--- src/rtl/otter_pipe_ctrl.sv ---
// -----------------------------------------------------------------------------
// otter_pipe_ctrl
//
// Central hazard, flush and interrupt-entry sequencer for the 5-stage OTTER
// pipeline (IF/ID/EX/MEM/WB).
//
// Each cycle in RUN the block resolves the following conditions in priority
// order:
//   1. taken EX redirect,
//   2. pending interrupt entry,
//   3. load-use hazard,
//   4. normal flow.
//
// Interrupt entry walks RUN -> DRAIN (DRAIN_CYCLES cycles) -> TRAP -> RUN.
// EPC is captured from the IF/ID PC on the entry cycle. INTR_ACK pulses in TRAP.
//
// Parameters:
//   DRAIN_CYCLES  cycles spent in DRAIN before the trap redirect (legal 1..7)
//
// Ports:
//   CLOCK, RESET          clock, synchronous active-high reset
//   INTR, MIE             level interrupt request, interrupt enable
//   ID_RS1/2, ID_USES_RS1/2, ID_PC
//                         source fields, use flags and PC of the IF/ID instr.
//   EX_MEMREAD, EX_RD     ID/EX instruction is a load, and its destination
//   EX_PCSOURCE           EX branch decision; nonzero = taken redirect
//   PC_WRITE              PC register enable
//   IF_ID_WRITE           IF/ID register enable
//   IF_ID_FLUSH           load NOP into IF/ID
//   ID_EX_FLUSH           zero the write/read controls entering ID/EX
//   PC_SEL_INTR           PC mux selects the trap vector
//   INTR_ACK              one-cycle pulse: CSR saves EPC and clears MIE
//   EPC                   captured return PC
//   STALL_CNT, FLUSH_CNT  (PIPE_CTRL_PERF_EN only) load-use stall cycles and
//                         taken-redirect cycles, free-running
//
// Build option:
//   PIPE_CTRL_PERF_EN  when defined, adds the STALL_CNT / FLUSH_CNT counters.
// -----------------------------------------------------------------------------
module otter_pipe_ctrl #(
  parameter int DRAIN_CYCLES = 2
) (
  input  logic        CLOCK,
  input  logic        RESET,
  input  logic        INTR,
  input  logic        MIE,
  input  logic [4:0]  ID_RS1,
  input  logic [4:0]  ID_RS2,
  input  logic        ID_USES_RS1,
  input  logic        ID_USES_RS2,
  input  logic [31:0] ID_PC,
  input  logic        EX_MEMREAD,
  input  logic [4:0]  EX_RD,
  input  logic [1:0]  EX_PCSOURCE,
  output logic        PC_WRITE,
  output logic        IF_ID_WRITE,
  output logic        IF_ID_FLUSH,
  output logic        ID_EX_FLUSH,
  output logic        PC_SEL_INTR,
  output logic        INTR_ACK,
  output logic [31:0] EPC
`ifdef PIPE_CTRL_PERF_EN
  ,
  output logic [31:0] STALL_CNT,
  output logic [31:0] FLUSH_CNT
`endif
);

  typedef enum logic [1:0] {
    ST_RUN   = 2'd0,
    ST_DRAIN = 2'd1,
    ST_TRAP  = 2'd2
  } state_e;

  state_e      state_q, state_d;
  logic        pend_q,  pend_d;
  logic [2:0]  cnt_q,   cnt_d;
  logic [31:0] epc_q,   epc_d;

  // Hazard detect: x0 is never a real producer, and a source field only
  // matters when the decoded instruction actually reads it.
  logic rs1_hit, rs2_hit, load_use;
  assign rs1_hit  = ID_USES_RS1 && (ID_RS1 == EX_RD);
  assign rs2_hit  = ID_USES_RS2 && (ID_RS2 == EX_RD);
  assign load_use = EX_MEMREAD && (EX_RD != 5'd0) && (rs1_hit || rs2_hit);

  // Per-cycle decisions while in RUN, also used by the performance counters.
  logic redirect, stall;
  assign redirect = (state_q == ST_RUN) && (EX_PCSOURCE != 2'b00);
  assign stall    = (state_q == ST_RUN) && !redirect && !pend_q && load_use;

  always_comb begin
    // NOTE: every signal written here gets a default first so no path can
    // leave it unassigned; a missing default would infer a latch.
    state_d     = state_q;
    pend_d      = pend_q;
    cnt_d       = cnt_q;
    epc_d       = epc_q;
    PC_WRITE    = 1'b1;
    IF_ID_WRITE = 1'b1;
    IF_ID_FLUSH = 1'b0;
    ID_EX_FLUSH = 1'b0;
    PC_SEL_INTR = 1'b0;
    INTR_ACK    = 1'b0;

    // Requests are only latched in RUN; once set, pend survives INTR
    // dropping and is only retired by TRAP (or reset).
    if ((state_q == ST_RUN) && INTR && MIE) begin
      pend_d = 1'b1;
    end

    unique case (state_q)
      ST_RUN: begin
        if (redirect) begin
          // Squash the two younger instructions; entry waits a cycle so
          // EPC captures the redirected path rather than a squashed PC.
          IF_ID_FLUSH = 1'b1;
          ID_EX_FLUSH = 1'b1;
        end else if (pend_q) begin
          // Entry: freeze fetch, capture the return PC, and empty IF/ID and
          // ID/EX so only EX and MEM remain to retire during DRAIN.
          PC_WRITE    = 1'b0;
          IF_ID_FLUSH = 1'b1;
          ID_EX_FLUSH = 1'b1;
          epc_d       = ID_PC;
          cnt_d       = 3'(DRAIN_CYCLES);
          state_d     = ST_DRAIN;
        end else if (load_use) begin
          // One bubble: hold PC and IF/ID, inject a NOP into ID/EX.
          PC_WRITE    = 1'b0;
          IF_ID_WRITE = 1'b0;
          ID_EX_FLUSH = 1'b1;
        end
      end

      ST_DRAIN: begin
        // EX holds a bubble here, so EX_PCSOURCE is deliberately ignored.
        PC_WRITE    = 1'b0;
        IF_ID_FLUSH = 1'b1;
        ID_EX_FLUSH = 1'b1;
        cnt_d       = 3'(cnt_q - 3'd1);
        if (cnt_q == 3'd1) begin
          state_d = ST_TRAP;
        end
      end

      ST_TRAP: begin
        PC_SEL_INTR = 1'b1;
        INTR_ACK    = 1'b1;
        IF_ID_FLUSH = 1'b1;
        ID_EX_FLUSH = 1'b1;
        pend_d      = 1'b0;
        state_d     = ST_RUN;
      end

      default: begin
        state_d = ST_RUN;
      end
    endcase

    // Reset is synchronous, so state may still read DRAIN/TRAP during the
    // RESET cycle. Forcing the outputs here means an abort can never leak
    // an INTR_ACK or a trap-vector select.
    if (RESET) begin
      PC_WRITE    = 1'b1;
      IF_ID_WRITE = 1'b1;
      IF_ID_FLUSH = 1'b0;
      ID_EX_FLUSH = 1'b0;
      PC_SEL_INTR = 1'b0;
      INTR_ACK    = 1'b0;
    end
  end

  // NOTE: sequential state uses non-blocking assignments so that every
  // register samples its _d value from the same pre-edge snapshot.
  always_ff @(posedge CLOCK) begin
    if (RESET) begin
      state_q <= ST_RUN;
      pend_q  <= 1'b0;
      cnt_q   <= 3'd0;
      epc_q   <= 32'd0;
    end else begin
      state_q <= state_d;
      pend_q  <= pend_d;
      cnt_q   <= cnt_d;
      epc_q   <= epc_d;
    end
  end

  assign EPC = epc_q;

`ifdef PIPE_CTRL_PERF_EN
  logic [31:0] stall_cnt_q, flush_cnt_q;

  // Free-running event counters; they wrap naturally at 2^32.
  always_ff @(posedge CLOCK) begin
    if (RESET) begin
      stall_cnt_q <= 32'd0;
      flush_cnt_q <= 32'd0;
    end else begin
      if (stall) begin
        stall_cnt_q <= stall_cnt_q + 32'd1;
      end
      if (redirect) begin
        flush_cnt_q <= flush_cnt_q + 32'd1;
      end
    end
  end

  assign STALL_CNT = stall_cnt_q;
  assign FLUSH_CNT = flush_cnt_q;
`endif

endmodule

--- config.mk ---
export PLATFORM = sky130hd
export DESIGN_NAME = otter_pipe_ctrl
export DESIGN_NICKNAME = d
export VERILOG_FILES = /design/src/rtl/otter_pipe_ctrl.sv
export SDC_FILE = /design/constraint.sdc
export NUM_CORES = 1
export LEC_CHECK = 0
export ABC_AREA = 1
export CORE_MARGIN = 2
export CORE_UTILIZATION = 25
export DETAILED_ROUTE_END_ITERATION = 16
export HOLD_SLACK_MARGIN = 0.05
export SLEW_MARGIN = 20
export SYNTH_ARGS = -nofsm -noshare
export SYNTH_HDL_FRONTEND = slang
export SYNTH_SLANG_ARGS = --single-unit
export TNS_END_PERCENT = 20
--- constraint.sdc ---
create_clock -name CLOCK -period 1.4 [get_ports CLOCK]
set_input_delay 0.28 -clock CLOCK [delete_from_list [all_inputs] [get_ports CLOCK]]
set_output_delay 0.28 -clock CLOCK [all_outputs]
set_load 0.01 [all_outputs]
==> results of run 1 <==
placed cells by master, fill, tap and decap left out, types with 2 or more instances in the layout:
cell,n
sky130_fd_sc_hd__dfxtp_1,36
sky130_fd_sc_hd__nand2_2,3
sky130_fd_sc_hd__buf_6,6
sky130_fd_sc_hd__clkdlybuf4s50_1,39
sky130_fd_sc_hd__inv_2,8
sky130_fd_sc_hd__ha_1,4
sky130_fd_sc_hd__nor2_2,3
sky130_fd_sc_hd__ha_4,2
sky130_fd_sc_hd__nand3_1,6
sky130_fd_sc_hd__dfxtp_2,2
sky130_fd_sc_hd__clkbuf_8,6
sky130_fd_sc_hd__clkbuf_16,3
sky130_fd_sc_hd__o21ai_1,10
sky130_fd_sc_hd__o21ai_0,25
sky130_fd_sc_hd__buf_4,22
sky130_fd_sc_hd__a21oi_1,3
sky130_fd_sc_hd__buf_2,5
sky130_fd_sc_hd__o21ai_2,2
sky130_fd_sc_hd__nor3_2,2
sky130_fd_sc_hd__inv_1,22
sky130_fd_sc_hd__dlygate4sd2_1,47
sky130_fd_sc_hd__nand3_2,3
sky130_fd_sc_hd__nor2_1,74
sky130_fd_sc_hd__nand2_1,39
worst reg2reg max path, cell delays in order, from the launching register on:
cell                      delay [ps]
sky130_fd_sc_hd__dfxtp_2         340
sky130_fd_sc_hd__inv_2            60
sky130_fd_sc_hd__ha_4            180
sky130_fd_sc_hd__nand2_2          60
sky130_fd_sc_hd__inv_2            40
sky130_fd_sc_hd__nand2_4          60
sky130_fd_sc_hd__o21ai_4          60
sky130_fd_sc_hd__buf_4           130
sky130_fd_sc_hd__buf_6           100
sky130_fd_sc_hd__buf_4           120
sky130_fd_sc_hd__buf_6           100
sky130_fd_sc_hd__buf_6           120
sky130_fd_sc_hd__a21oi_2         140
sky130_fd_sc_hd__nor3_2           50
where the power goes:
group / internal, mW / switching, mW / total [mW]
sequential: 1.24 / 0.0816 / 1.32
combinational: 1.06 / 0.896 / 1.96
clock: 0.396 / 0.386 / 0.782
cell families (layout without fill, tap and decap cells):
family | after synthesis | in the layout | share of synthesized area
buffers and inverters | 42 | 163 | 0.1184
adders and majority gates | 7 | 7 | 0.04817
DFF | 38 | 38 | 0.4184
AOI/OAI and AO/OA | 44 | 44 | 0.1253
and+or+nand+nor | 132 | 132 | 0.2897
state kept, by name, summed over array words and instances (netlist names):
register and count:
EPC 32, cnt_q 3, pend_q 1, state_q 2
how the worst max path moves through the flow:
| stage | to | slack [ps] |
|---|---|---|
| after floorplan | PC_WRITE | 0.3 |
| after global placement | ID_EX_FLUSH | -940 |
| after detailed placement | ID_EX_FLUSH | -970 |
| after CTS | PC_WRITE | -300 |
| after global routing | PC_WRITE | -360 |
| final | ID_EX_FLUSH | -280 |
timing repair:
action	CTS	global route
gates resized for setup	92	20
pin swaps	17	11
setup endpoints to repair	72	42
setup buffers	8	4
gates cloned	0	3
area by class of cell:
| class | count | area, um^2 |
|---|---|---|
| Fill cell | 755 | 3924 |
| Timing Repair Buffer | 124 | 1167 |
| Multi-Input combinational cell | 183 | 920.9 |
| Sequential cell | 38 | 763.2 |
| Inverter | 31 | 142.6 |
| Tap cell | 99 | 123.9 |
| Clock buffer | 6 | 82.58 |
| Clock inverter | 2 | 12.51 |
metal layers:
metal | share of wire | wire [um] | up-vias | GRT usage
met2 | 0.49 | 2589 | 52 | 0.2202
met4 | 0.0065 | 34 | 0 | 0.03256
met1 | 0.45 | 2352 | 878 | 0.1416
met5 | 0 | 0 | - | 0
met3 | 0.051 | 266 | 2 | 0.02955
li1 | - | - | 1054 | -
stage by stage:
stage	setup WS (ps)	setup TNS, ps
after global placement	-937.0	-16210
after global routing	-358.1	-6460
final	-278.5	-3139
after floorplan	0.3357	0
after detailed placement	-971.6	-16030
after CTS	-300.5	-2005
==> summary.md, run 1 <==
| Metric | Value |
|---|---|
| Run status | `complete, but fails checks` |
| Violated checks | `setup timing` |
| Final Hold Fails | `0` |
| WS Path Type | `flop to primary output` |
| Slew Viols, Final | `0` |
| Logic depth of the worst path, buffers included | `9` |
| Chip Width | `just under 90 um` |
| Synthesized netlist net count | `326` |
| Placeable core region | `between 0.007 and 0.008 mm^2` |
| Clock tree buffer depth | `2` |
| Per-cell via count in the routed design | `4.112` |
| Max-cap viol count | `0` |
| Area growth from synthesis to final layout | `76.74%` |
| Fin util | `0.4502` |
| Count of flip-flops with a built-in enable after synthesis | `0` |
| Share of the yosys chip area belonging to registers | `0.4184` |
| Synth Area per Inst | `6.913 um^2` |
| Remaining global-route overflow | `0` |
| Initial core utilization | `0.2547` |
| Fraction of final layout cells sized beyond drive strength 1 | `0.1953` |
| Initial detailed-routing violation count | `45` |
| Post-detailed-route DRC marker count | `0` |
| Number of warnings reported in the yosys synthesis log | `0` |
| Worst-Skew Late Latency | `roughly 280 ps` |
| Count of hold-fix buffers inserted at cts | `0` |
| Area after detailed placement | `0.002912 mm^2` |
| Arr. time, crit path | `1400 ps` |
| Routed via count | `1986` |
| Layout Nets | `~450` |
| Flip-flop cell with the highest count after synthesis | `sky130_fd_sc_hd__dfxtp_1` |
| Inserted Clock Buffers | `5` |
| Global-route total usage across every layer | `0.1212` |
| Highest attainable clock frequency | `around 600 MHz` |
| Overall power consumption | `4.065 mW` |
| Static Leak | `1.561 nW` |
| Top-area cell type share of the netlist area | `0.4184` |
| Minimum clock period after layout | `roughly 1700 ps` |
| Level count of the clock H-tree | `2` |
| I/O pin total | `94` |
| Endpoint of the worst hold path | `EPC[25]` |
| Number of cells on the worst reg-to-reg path | `13` |
| Synth Cell Area | `0.001818 mm^2` |
| Clock Skew | `3.493 ps` |
| Flop2flop setup slack | `-260 ps` |
| Average wire per cell in the routed design | `between 10 and 15 um` |
| Final GP Congestion | `about 0.80` |
| VDD IR-drop max | `706.0 uV` |
| Pin count of the biggest net entering global routing | `35` |
| Half-perimeter wire length of the detailed placement result | `approximately 3600 um` |
| Power density over cell area | `1265 mW/mm^2` |
| Count of cell types in the netlist | `23` |
| Hold Slack | `479.7 ps` |
| Clk slew on worst S/H paths | `80 ps` |
| Crit path launch type | `flop` |
| Synth async-reset ratio | `0` |
| Total of flip-flops plus latches after synthesis | `38` |
| Antenna Diode Count | `0` |
| Setup slack after layout | `-278.5 ps` |
| Total clock sinks | `38` |
| Worst endpoint required time | `1120 ps` |
| Top fanout value on the critical path | `6` |
| Final instance count without filler cells | `483` |
| Site Rows | `31` |
| Biggest cell delay along the critical path | `330 ps` |
| Height of the die | `a little under 90 um` |
| Most instantiated library cell after synthesis | `sky130_fd_sc_hd__nor2_1` |
| Critical Path Start | `state_q[0]` |
| Crit end category | `primary output` |
| Number of cells traversed by the worst hold path | `2` |
| Most instantiated cells after synthesis | `sky130_fd_sc_hd__nor2_1, sky130_fd_sc_hd__nand2_1, sky130_fd_sc_hd__dfxtp_1` |
| Terminus of the critical flop-to-flop path | `cnt_q[2]` |
| Quantity of I/O buffers inserted on ports | `93` |
| Drt first pass iters | `4` |
| Number of routed nets with antenna violations | `0` |
| Launching point of the worst reg2reg path | `state_q[0]` |
| Remaining max-slew budget at the tightest pin | `0.8549` |
| Leading post-synthesis cells by cell area | `sky130_fd_sc_hd__dfxtp_1, sky130_fd_sc_hd__nor2_1, sky130_fd_sc_hd__nand2_1` |
| Final setup viols | `41` |
| Min-delay worst type | `flop to flop` |
| Number of placed instances, taps included | `460` |
| Mapped Cells | `263` |
| Count of buffering cells on the critical path with inverters included | `3` |
| Wire length reported by the detailed router | `approximately 5200 um` |
| Antenna violations before repair | `0` |
| Cell area after layout | `~0.0032 mm^2` |
| Cell with the largest stage delay on the worst path | `sky130_fd_sc_hd__dfxtp_2` |
| Unrepaired setup endpoints after global routing | `yes` |
| Clock tree from TritonCTS | `done` |
| Dominant delay contributor by cell family on the critical path | `flip-flops` |
| Least-Margin Pin Slew | `between 200 and 250 ps` |
| Most frequent CP cell | `sky130_fd_sc_hd__inv_2` |
| Startpoint of the most critical hold path | `EPC[25]` |
| Root Driver | `sky130_fd_sc_hd__clkbuf_8` |
| Number of global-route vias before repair | `between 1500 and 2000` |
| Dominant cell type by area after synthesis | `sky130_fd_sc_hd__dfxtp_1` |
| Final worst-path cycle share | `1.199` |
| Die Footprint | `0.007970 mm^2` |
| CP cell instances | `inv_2 -> ha_4 -> nand2_2 -> inv_2 -> nor2_1 -> nand2_1 -> nand3_2 -> o21ai_2 -> buf_2` |
| Global-route wire length before repair | `7645 um` |
(Power assumes the default switching activity.)
==> run 2: changes to the inputs <==
--- a/config.mk
+++ b/config.mk
@@ -7,9 +7,10 @@
 export LEC_CHECK = 0
 export ABC_AREA = 1
 export CORE_MARGIN = 2
-export CORE_UTILIZATION = 25
+export CORE_UTILIZATION = 36
 export DETAILED_ROUTE_END_ITERATION = 16
 export HOLD_SLACK_MARGIN = 0.05
+export PLACE_DENSITY = 0.77
 export SLEW_MARGIN = 20
 export SYNTH_ARGS = -nofsm -noshare
 export SYNTH_HDL_FRONTEND = slang
==> run 2 against run 1 <==
Against the previous run:
- the run still ends with setup timing left
- first-iteration DRC count is 13% higher
- sequential share of layout area is 1.6 points higher
- maximum frequency is 1.2% lower
==> summary.md, run 2 (synthesis gave the netlist of run 1 again) <==
| Metric | Value |
|---|---|
| Run status | `complete, but fails checks` |
| Violated checks | `setup timing` |
| Clock Skew | `3.921 ps (+0.4282 ps)` |
| Initial core utilization | `0.3799 (+0.1251)` |
| Fraction of power consumed by sequential logic | `0.334 (+0.008)` |
| Number of flip-flops in the largest register | `32 (unchanged)` |
| Final GP Congestion | `0.8600 (+7.3%)` |
| Setup_tns | `-5779 ps (-2639 ps)` |
| Power density over cell area | `1326 mW/mm^2 (+4.8%)` |
| Remaining global-route overflow | `0 (unchanged)` |
| Crit end category | `primary output` |
| Arr. time, crit path | `1420 ps (+20 ps)` |
| Met1 track utilization from global routing | `0.2128 (+0.07119)` |
| Level count of the clock H-tree | `2 (unchanged)` |
| Commonest cells after routing, fill and taps aside | `sky130_fd_sc_hd__nor2_1, sky130_fd_sc_hd__dlygate4sd2_1, sky130_fd_sc_hd__nand2_1, sky130_fd_sc_hd__clkdlybuf4s50_1, sky130_fd_sc_hd__dfxtp_1` |
| CP cell instances | `inv_4 -> ha_4 -> nand2_2 -> inv_2 -> nor2_1 -> nand2_1 -> nand3_2 -> o21ai_1 -> buf_2` |
| Minimum clock period after layout | `1699 ps (+20.44 ps)` |
| Static Leak | `1.480 nW (-5.2%)` |
| Inserted Clock Buffers | `5 (unchanged)` |
| Count of buffering cells on the critical path with inverters included | `3 (unchanged)` |
| Fraction of final layout cells sized beyond drive strength 1 | `0.1551 (-0.04023)` |
| Switching power | `1.274 mW (-6.5%)` |
| Clock tree from TritonCTS | `done` |
| Worst setup timing slack at the placement stage | `-889.3 ps (+82.29 ps)` |
| Routed via count | `1929 (-2.9%)` |
| Fraction of met2 tracks used by global routing | `0.2807 (+0.06050)` |
| Final Hold Fails | `0 (unchanged)` |
| Final worst-path cycle share | `1.214 (+0.01460)` |
| Wire length reported by the detailed router | `4657 um (-11%)` |
| Pin count of the biggest net entering global routing | `35 (unchanged)` |
| Per-cell via count in the routed design | `4.374 (+6.4%)` |
| Average wire per cell in the routed design | `10.56 um (-2.7%)` |
| Antenna Diode Count | `0 (unchanged)` |
| Area after detailed placement | `0.002879 mm^2 (-1.1%)` |
| Met3 layer usage reported by global route | `0.05890 (+0.02935)` |
| Overall power consumption | `3.997 mW (-1.7%)` |
| Number of global-route vias before repair | `1745 (-1.9%)` |
| I/O pin total | `94 (unchanged)` |
| Max-cap viol count | `0 (unchanged)` |
| Area growth from synthesis to final layout | `65.79%` |
| Hold Slack | `474.7 ps (-5.054 ps)` |
| Half-perimeter wire length of the detailed placement result | `3438 um (-5.5%)` |
| Antenna violations before repair | `0 (unchanged)` |
| Internal Dissipation | `2.723 mW (+0.80%)` |
| Top fanout value on the critical path | `6 (unchanged)` |
| Share of total power consumed by net switching | `0.3188 (-0.01658)` |
| VDD IR-drop max | `1039 uV (+47%)` |
| Min-delay worst type | `flop to flop` |
| Worst endpoint required time | `1120 ps (about the same)` |
| Site Rows | `25 (-19%)` |
| Placeable core region | `0.004786 mm^2 (-33%)` |
| Layout Nets | `437 (-2.0%)` |
| Layout fillers | `464 (-39%)` |
| Unrepaired setup endpoints after global routing | `yes` |
| Setup slack after layout | `-298.9 ps (-20.44 ps)` |
| Quantity of I/O buffers inserted on ports | `93 (unchanged)` |
| Height of the die | `75.07 um (-16%)` |
| Initial detailed-routing violation count | `51 (+13%)` |
| Grt peak-use layer | `met2` |
| Count of hold-fix buffers inserted at cts | `0 (unchanged)` |
| Cell area after layout | `0.003014 mm^2 (-6.2%)` |
| Root Driver | `sky130_fd_sc_hd__clkbuf_8` |
| Final setup viols | `41 (unchanged)` |
| Highest attainable clock frequency | `588.6 MHz (-1.2%)` |
| Post-detailed-route DRC marker count | `0 (unchanged)` |
| Worst-Skew Late Latency | `280 ps (about the same)` |
| Die Footprint | `0.005635 mm^2 (-29%)` |
| Clock tree buffer depth | `2 (unchanged)` |
| Global-route total usage across every layer | `0.1705 (+0.04927)` |
| Clk slew on worst S/H paths | `70 ps (about the same)` |
| Drt first pass iters | `4 (unchanged)` |
| Total clock sinks | `38 (unchanged)` |
| Least-Margin Pin Slew | `341.5 ps (+125.2 ps)` |
| Leading cell type in the layout, fill and taps excluded | `sky130_fd_sc_hd__nor2_1` |
| WS Path Type | `flop to primary output` |
| Cell with the largest stage delay on the worst path | `sky130_fd_sc_hd__dfxtp_2` |
| Global-route wire length before repair | `7479 um (-2.2%)` |
| Gate power share | `0.434 (-0.048)` |
| Remaining max-slew budget at the tightest pin | `0.7723 (-0.08253)` |
| Crit path launch type | `flop` |
| Number of routed nets with antenna violations | `0 (unchanged)` |
| Relative contribution of the clock network to total power | `0.232 (+0.040)` |
| Slew Viols, Final | `0 (unchanged)` |
| Dominant delay contributor by cell family on the critical path | `flip-flops` |
| Chip Width | `75.07 um (-16%)` |
| Biggest cell delay along the critical path | `360 ps (+30 ps)` |
## run 2: tightest hold or removal path: cells and delay by family (launching register included)
family           cells  cell delay [ps]
DFF                  1              320
and+or+nand+nor      2              120
## run 2: power by group through the flow
| stage | clock, mW | sequential, mW | combinational (mW) |
|---|---|---|---|
| 2_1_floorplan | 0 | 1.39 | 0.782 |
| 3_3_place_gp | 0 | 1.34 | 1.59 |
| 3_5_place_dp | 0 | 1.35 | 1.60 |
| 4_1_cts | 0.971 | 1.32 | 1.62 |
| 5_1_grt | 1.01 | 1.35 | 1.93 |
| 6_report | 0.929 | 1.33 | 1.74 |
## run 2: path summary, 6_finish.rpt
kind / startpoint / endpoint / slack [ps] / depth (start not counted)
hold reg to reg: EPC[20] / EPC[20] / 470 / 2
setup reg to reg: state_q[1] / EPC[14] / -150 / 9
setup / recovery: state_q[1] / ID_EX_FLUSH / -300 / 9
hold / removal: EPC[20] / EPC[20] / 470 / 2
## run 2: area by class of cell
type	instances	area, um^2	area share
timing repair buffer	115	1028	0.3412
multi-input combinational	183	902.1	0.2993
sequential	38	763.2	0.2532
inverter	31	123.9	0.04110
tap	67	83.83	0.02781
clock buffer	6	82.58	0.02740
clock inverter	1	30.03	0.009963
## run 2: metal layers
| metal | share of wire | wire (um) |
|---|---|---|
| met3 | 0.065 | 302 |
| met5 | 0 | 0 |
| met4 | 0.0045 | 21 |
| met1 | 0.44 | 2071 |
| met2 | 0.49 | 2261 |
## run 2: what timing repair did
action	4_1_cts	5_1_grt
endpoints found under the hold margin	0	0
endpoints found under the setup margin	72	42
pin swaps	12	9
buffers inserted	3	2
resized for setup	82	14
cloned	0	0
## run 2: per-stage QoR
stage               instances    util
floorplan                 263       -
global placement          429  0.6016
detailed placement        429  0.6016
CTS                       439  0.6173
global route              441  0.6298
finish                    441  0.6298
==> run 3: changes to the inputs <==
--- a/config.mk
+++ b/config.mk
@@ -6,7 +6,6 @@
 export NUM_CORES = 1
 export LEC_CHECK = 0
 export ABC_AREA = 1
-export CORE_MARGIN = 2
 export CORE_UTILIZATION = 36
 export DETAILED_ROUTE_END_ITERATION = 16
 export HOLD_SLACK_MARGIN = 0.05
==> run 3 against run 2 <==
Against the previous run:
- clock skew is essentially flat
- hold slack gained 2.8 ps
- first-iteration DRC count shrank 20%
- critical endpoint is now PC_WRITE
- largest power group unchanged
- power grew 0.81%
- clock power grew 2%
- the run still ends with setup timing left
- maximum frequency grew 0.98%
- non-clock buffer count grew 1
- critical path depth grew 1
==> summary.md, run 3 (synthesis gave the netlist of run 1 again) <==
| Metric | Value |
|---|---|
| Fraction of final layout cells sized beyond drive strength 1 | `0.1653 (+0.01025)` |
| Highest attainable clock frequency | `594.3 MHz (+0.98%)` |
| Root Driver | `sky130_fd_sc_hd__clkbuf_8` |
| Share of total power consumed by net switching | `0.3302 (+0.01147)` |
| Half-perimeter wire length of the detailed placement result | `3457 um (+0.55%)` |
| Internal Dissipation | `2.699 mW (-0.88%)` |
| Antenna Diode Count | `0 (unchanged)` |
| Total clock sinks | `38 (unchanged)` |
| Wire length reported by the detailed router | `4930 um (+5.9%)` |
| Setup slack after layout | `-282.5 ps (+16.42 ps)` |
| Site Rows | `25 (unchanged)` |
| CP cell instances | `inv_2 -> ha_4 -> nand2_2 -> inv_2 -> nand2_4 -> o21ai_4 -> inv_2 -> nand2_2 -> nand2_1 -> buf_2` |
| Clk slew on worst S/H paths | `70 ps (about the same)` |
| Final Hold Fails | `0 (unchanged)` |
| Top fanout value on the critical path | `6 (unchanged)` |
| Arr. time, crit path | `1400 ps (-20 ps)` |
| Worst endpoint required time | `1120 ps (about the same)` |
| Count of buffering cells on the critical path with inverters included | `4 (+1)` |
| Violated checks | `setup timing` |
| Final GP Congestion | `0.8487 (-1.3%)` |
| Power density over cell area | `1309 mW/mm^2 (-1.3%)` |
| Minimum clock period after layout | `1683 ps (-16.42 ps)` |
| Dominant delay contributor by cell family on the critical path | `flip-flops` |
| Static Leak | `1.507 nW (+1.8%)` |
| Antenna violations before repair | `0 (unchanged)` |
| Worst-Skew Late Latency | `280 ps (about the same)` |
| Setup_tns | `-1488 ps (+4290 ps)` |
| Layout Nets | `438 (+0.23%)` |
| Crit end category | `primary output` |
| Slew Viols, Final | `0 (unchanged)` |
| Max-cap viol count | `0 (unchanged)` |
| Area growth from synthesis to final layout | `69.37%` |
| Relative contribution of the clock network to total power | `0.235 (+0.003)` |
| Quantity of I/O buffers inserted on ports | `93 (unchanged)` |
| Global-route total usage across every layer | `0.1844 (+0.01394)` |
| Die Footprint | `0.005338 mm^2 (-5.3%)` |
| Gate power share | `0.434 (about the same)` |
| I/O pin total | `94 (unchanged)` |
| Number of routed nets with antenna violations | `0 (unchanged)` |
| Hold Slack | `477.5 ps (+2.790 ps)` |
| Height of the die | `73.07 um (-2.7%)` |
| Pin count of the biggest net entering global routing | `35 (unchanged)` |
| Count of hold-fix buffers inserted at cts | `0 (unchanged)` |
| Final worst-path cycle share | `1.202 (-0.01173)` |
| Level count of the clock H-tree | `2 (unchanged)` |
| WS Path Type | `flop to primary output` |
| Drt first pass iters | `4 (unchanged)` |
| Clock tree from TritonCTS | `done` |
| Global-route wire length before repair | `7645 um (+2.2%)` |
| Cell with the largest stage delay on the worst path | `sky130_fd_sc_hd__dfxtp_2` |
| Inserted Clock Buffers | `5 (unchanged)` |
| Remaining global-route overflow | `0 (unchanged)` |
| Min-delay worst type | `flop to flop` |
| Switching power | `1.331 mW (+4.4%)` |
| Leading cell type in the layout, fill and taps excluded | `sky130_fd_sc_hd__nor2_1` |
| Chip Width | `73.07 um (-2.7%)` |
| Run status | `complete, but fails checks` |
| Initial detailed-routing violation count | `41 (-20%)` |
| Biggest cell delay along the critical path | `340 ps (-20 ps)` |
| Routed via count | `1973 (+2.3%)` |
| Most frequent CP cell | `sky130_fd_sc_hd__inv_2` |
| Placeable core region | `0.004786 mm^2 (unchanged)` |
| Initial core utilization | `0.3799 (unchanged)` |
| Number of global-route vias before repair | `1853 (+6.2%)` |
| Remaining max-slew budget at the tightest pin | `0.8745 (+0.1022)` |
| Unrepaired setup endpoints after global routing | `yes` |
| VDD IR-drop max | `1032 uV (-0.69%)` |
| Per-cell via count in the routed design | `4.464 (+2.0%)` |
| Clock Skew | `4.246 ps (+0.3254 ps)` |
| Clock tree buffer depth | `2 (unchanged)` |
| Commonest cells after routing, fill and taps aside | `sky130_fd_sc_hd__nor2_1, sky130_fd_sc_hd__dlygate4sd2_1, sky130_fd_sc_hd__clkdlybuf4s50_1` |
| Average wire per cell in the routed design | `11.15 um (+5.6%)` |
| Least-Margin Pin Slew | `188.2 ps (-153.3 ps)` |
| Number of flip-flops in the largest register | `32 (unchanged)` |
| Crit path launch type | `flop` |
| Fraction of power consumed by sequential logic | `0.331 (-0.003)` |
| Post-detailed-route DRC marker count | `0 (unchanged)` |
| Final setup viols | `32 (-22%)` |
[run 3: cell count changes in the layout (fill, tap and decap cells not counted), sizes merged]
cell and change:
clkbuf +2, buf -1, clkdlybuf4s15 +1, clkdlybuf4s50 -1
[run 3: power by group through the flow]
stage | logic [mW] | clock network (mW) | registers (mW)
5_1_grt | 1.96 | 1.01 | 1.35
4_1_cts | 1.63 | 0.967 | 1.33
3_3_place_gp | 1.60 | 0 | 1.35
2_1_floorplan | 0.782 | 0 | 1.39
3_5_place_dp | 1.62 | 0 | 1.35
6_report | 1.75 | 0.946 | 1.33
[run 3: cell type report]
type	instances	area [um^2]
fill	478	1707
timing repair buffer	116	1062
multi-input combinational	183	922.1
sequential	38	763.2
inverter	31	135.1
tap	67	83.83
clock buffer	6	82.58
clock inverter	1	30.03
[run 3: worst reg2reg max path, cell delays in order, from the launching register on]
cell and delay, ps:
sky130_fd_sc_hd__dfxtp_2 340, sky130_fd_sc_hd__inv_2 80, sky130_fd_sc_hd__ha_4 180, sky130_fd_sc_hd__nand2_2 60, sky130_fd_sc_hd__inv_2 70, sky130_fd_sc_hd__nand2_4 50
sky130_fd_sc_hd__buf_4 160, sky130_fd_sc_hd__buf_12 150, sky130_fd_sc_hd__inv_16 110, sky130_fd_sc_hd__nor2_1 60, sky130_fd_sc_hd__nor2_1 100
[run 3: timing repair]
action,in CTS,in global routing
gates resized for setup,83,36
buffers inserted,5,1
pin swaps,16,8
setup endpoints to repair,72,42
cloned,0,2
[run 3: final timing paths]
path	startpoint	endpoint	slack, ps	cells after the start
hold reg to reg	EPC[18]	EPC[18]	480	2
setup reg to reg	state_q[0]	EPC[16]	-20	10
setup / recovery	state_q[0]	PC_WRITE	-280	10
hold / removal	EPC[18]	EPC[18]	480	2
[run 3: routing by layer]
layer  wire, um  vias to the layer above  part of all wire  global-route usage
li1           -                     1044                 -                   -
met2       2470                       62              0.50              0.3447
met5          0                        -                 0                   0
met1       2165                      862              0.44              0.2080
met4         40                        0            0.0081             0.04139
met3        254                        5             0.052             0.04696
[run 3: per-stage QoR]
step | area [um^2] | cells | utilization | setup slack (ps) | total power, mW
after CTS | 2975 | 442 | 0.6217 | -290.0 | 3.920
after global routing | 3079 | 442 | 0.6434 | -395.2 | 4.318
after floorplan | 1831 | 263 | - | 0.3357 | 2.170
final | 3079 | 442 | 0.6434 | -282.5 | 4.030
after detailed placement | 2887 | 430 | 0.6031 | -905.0 | 2.972
after global placement | 2887 | 430 | 0.6031 | -896.6 | 2.941
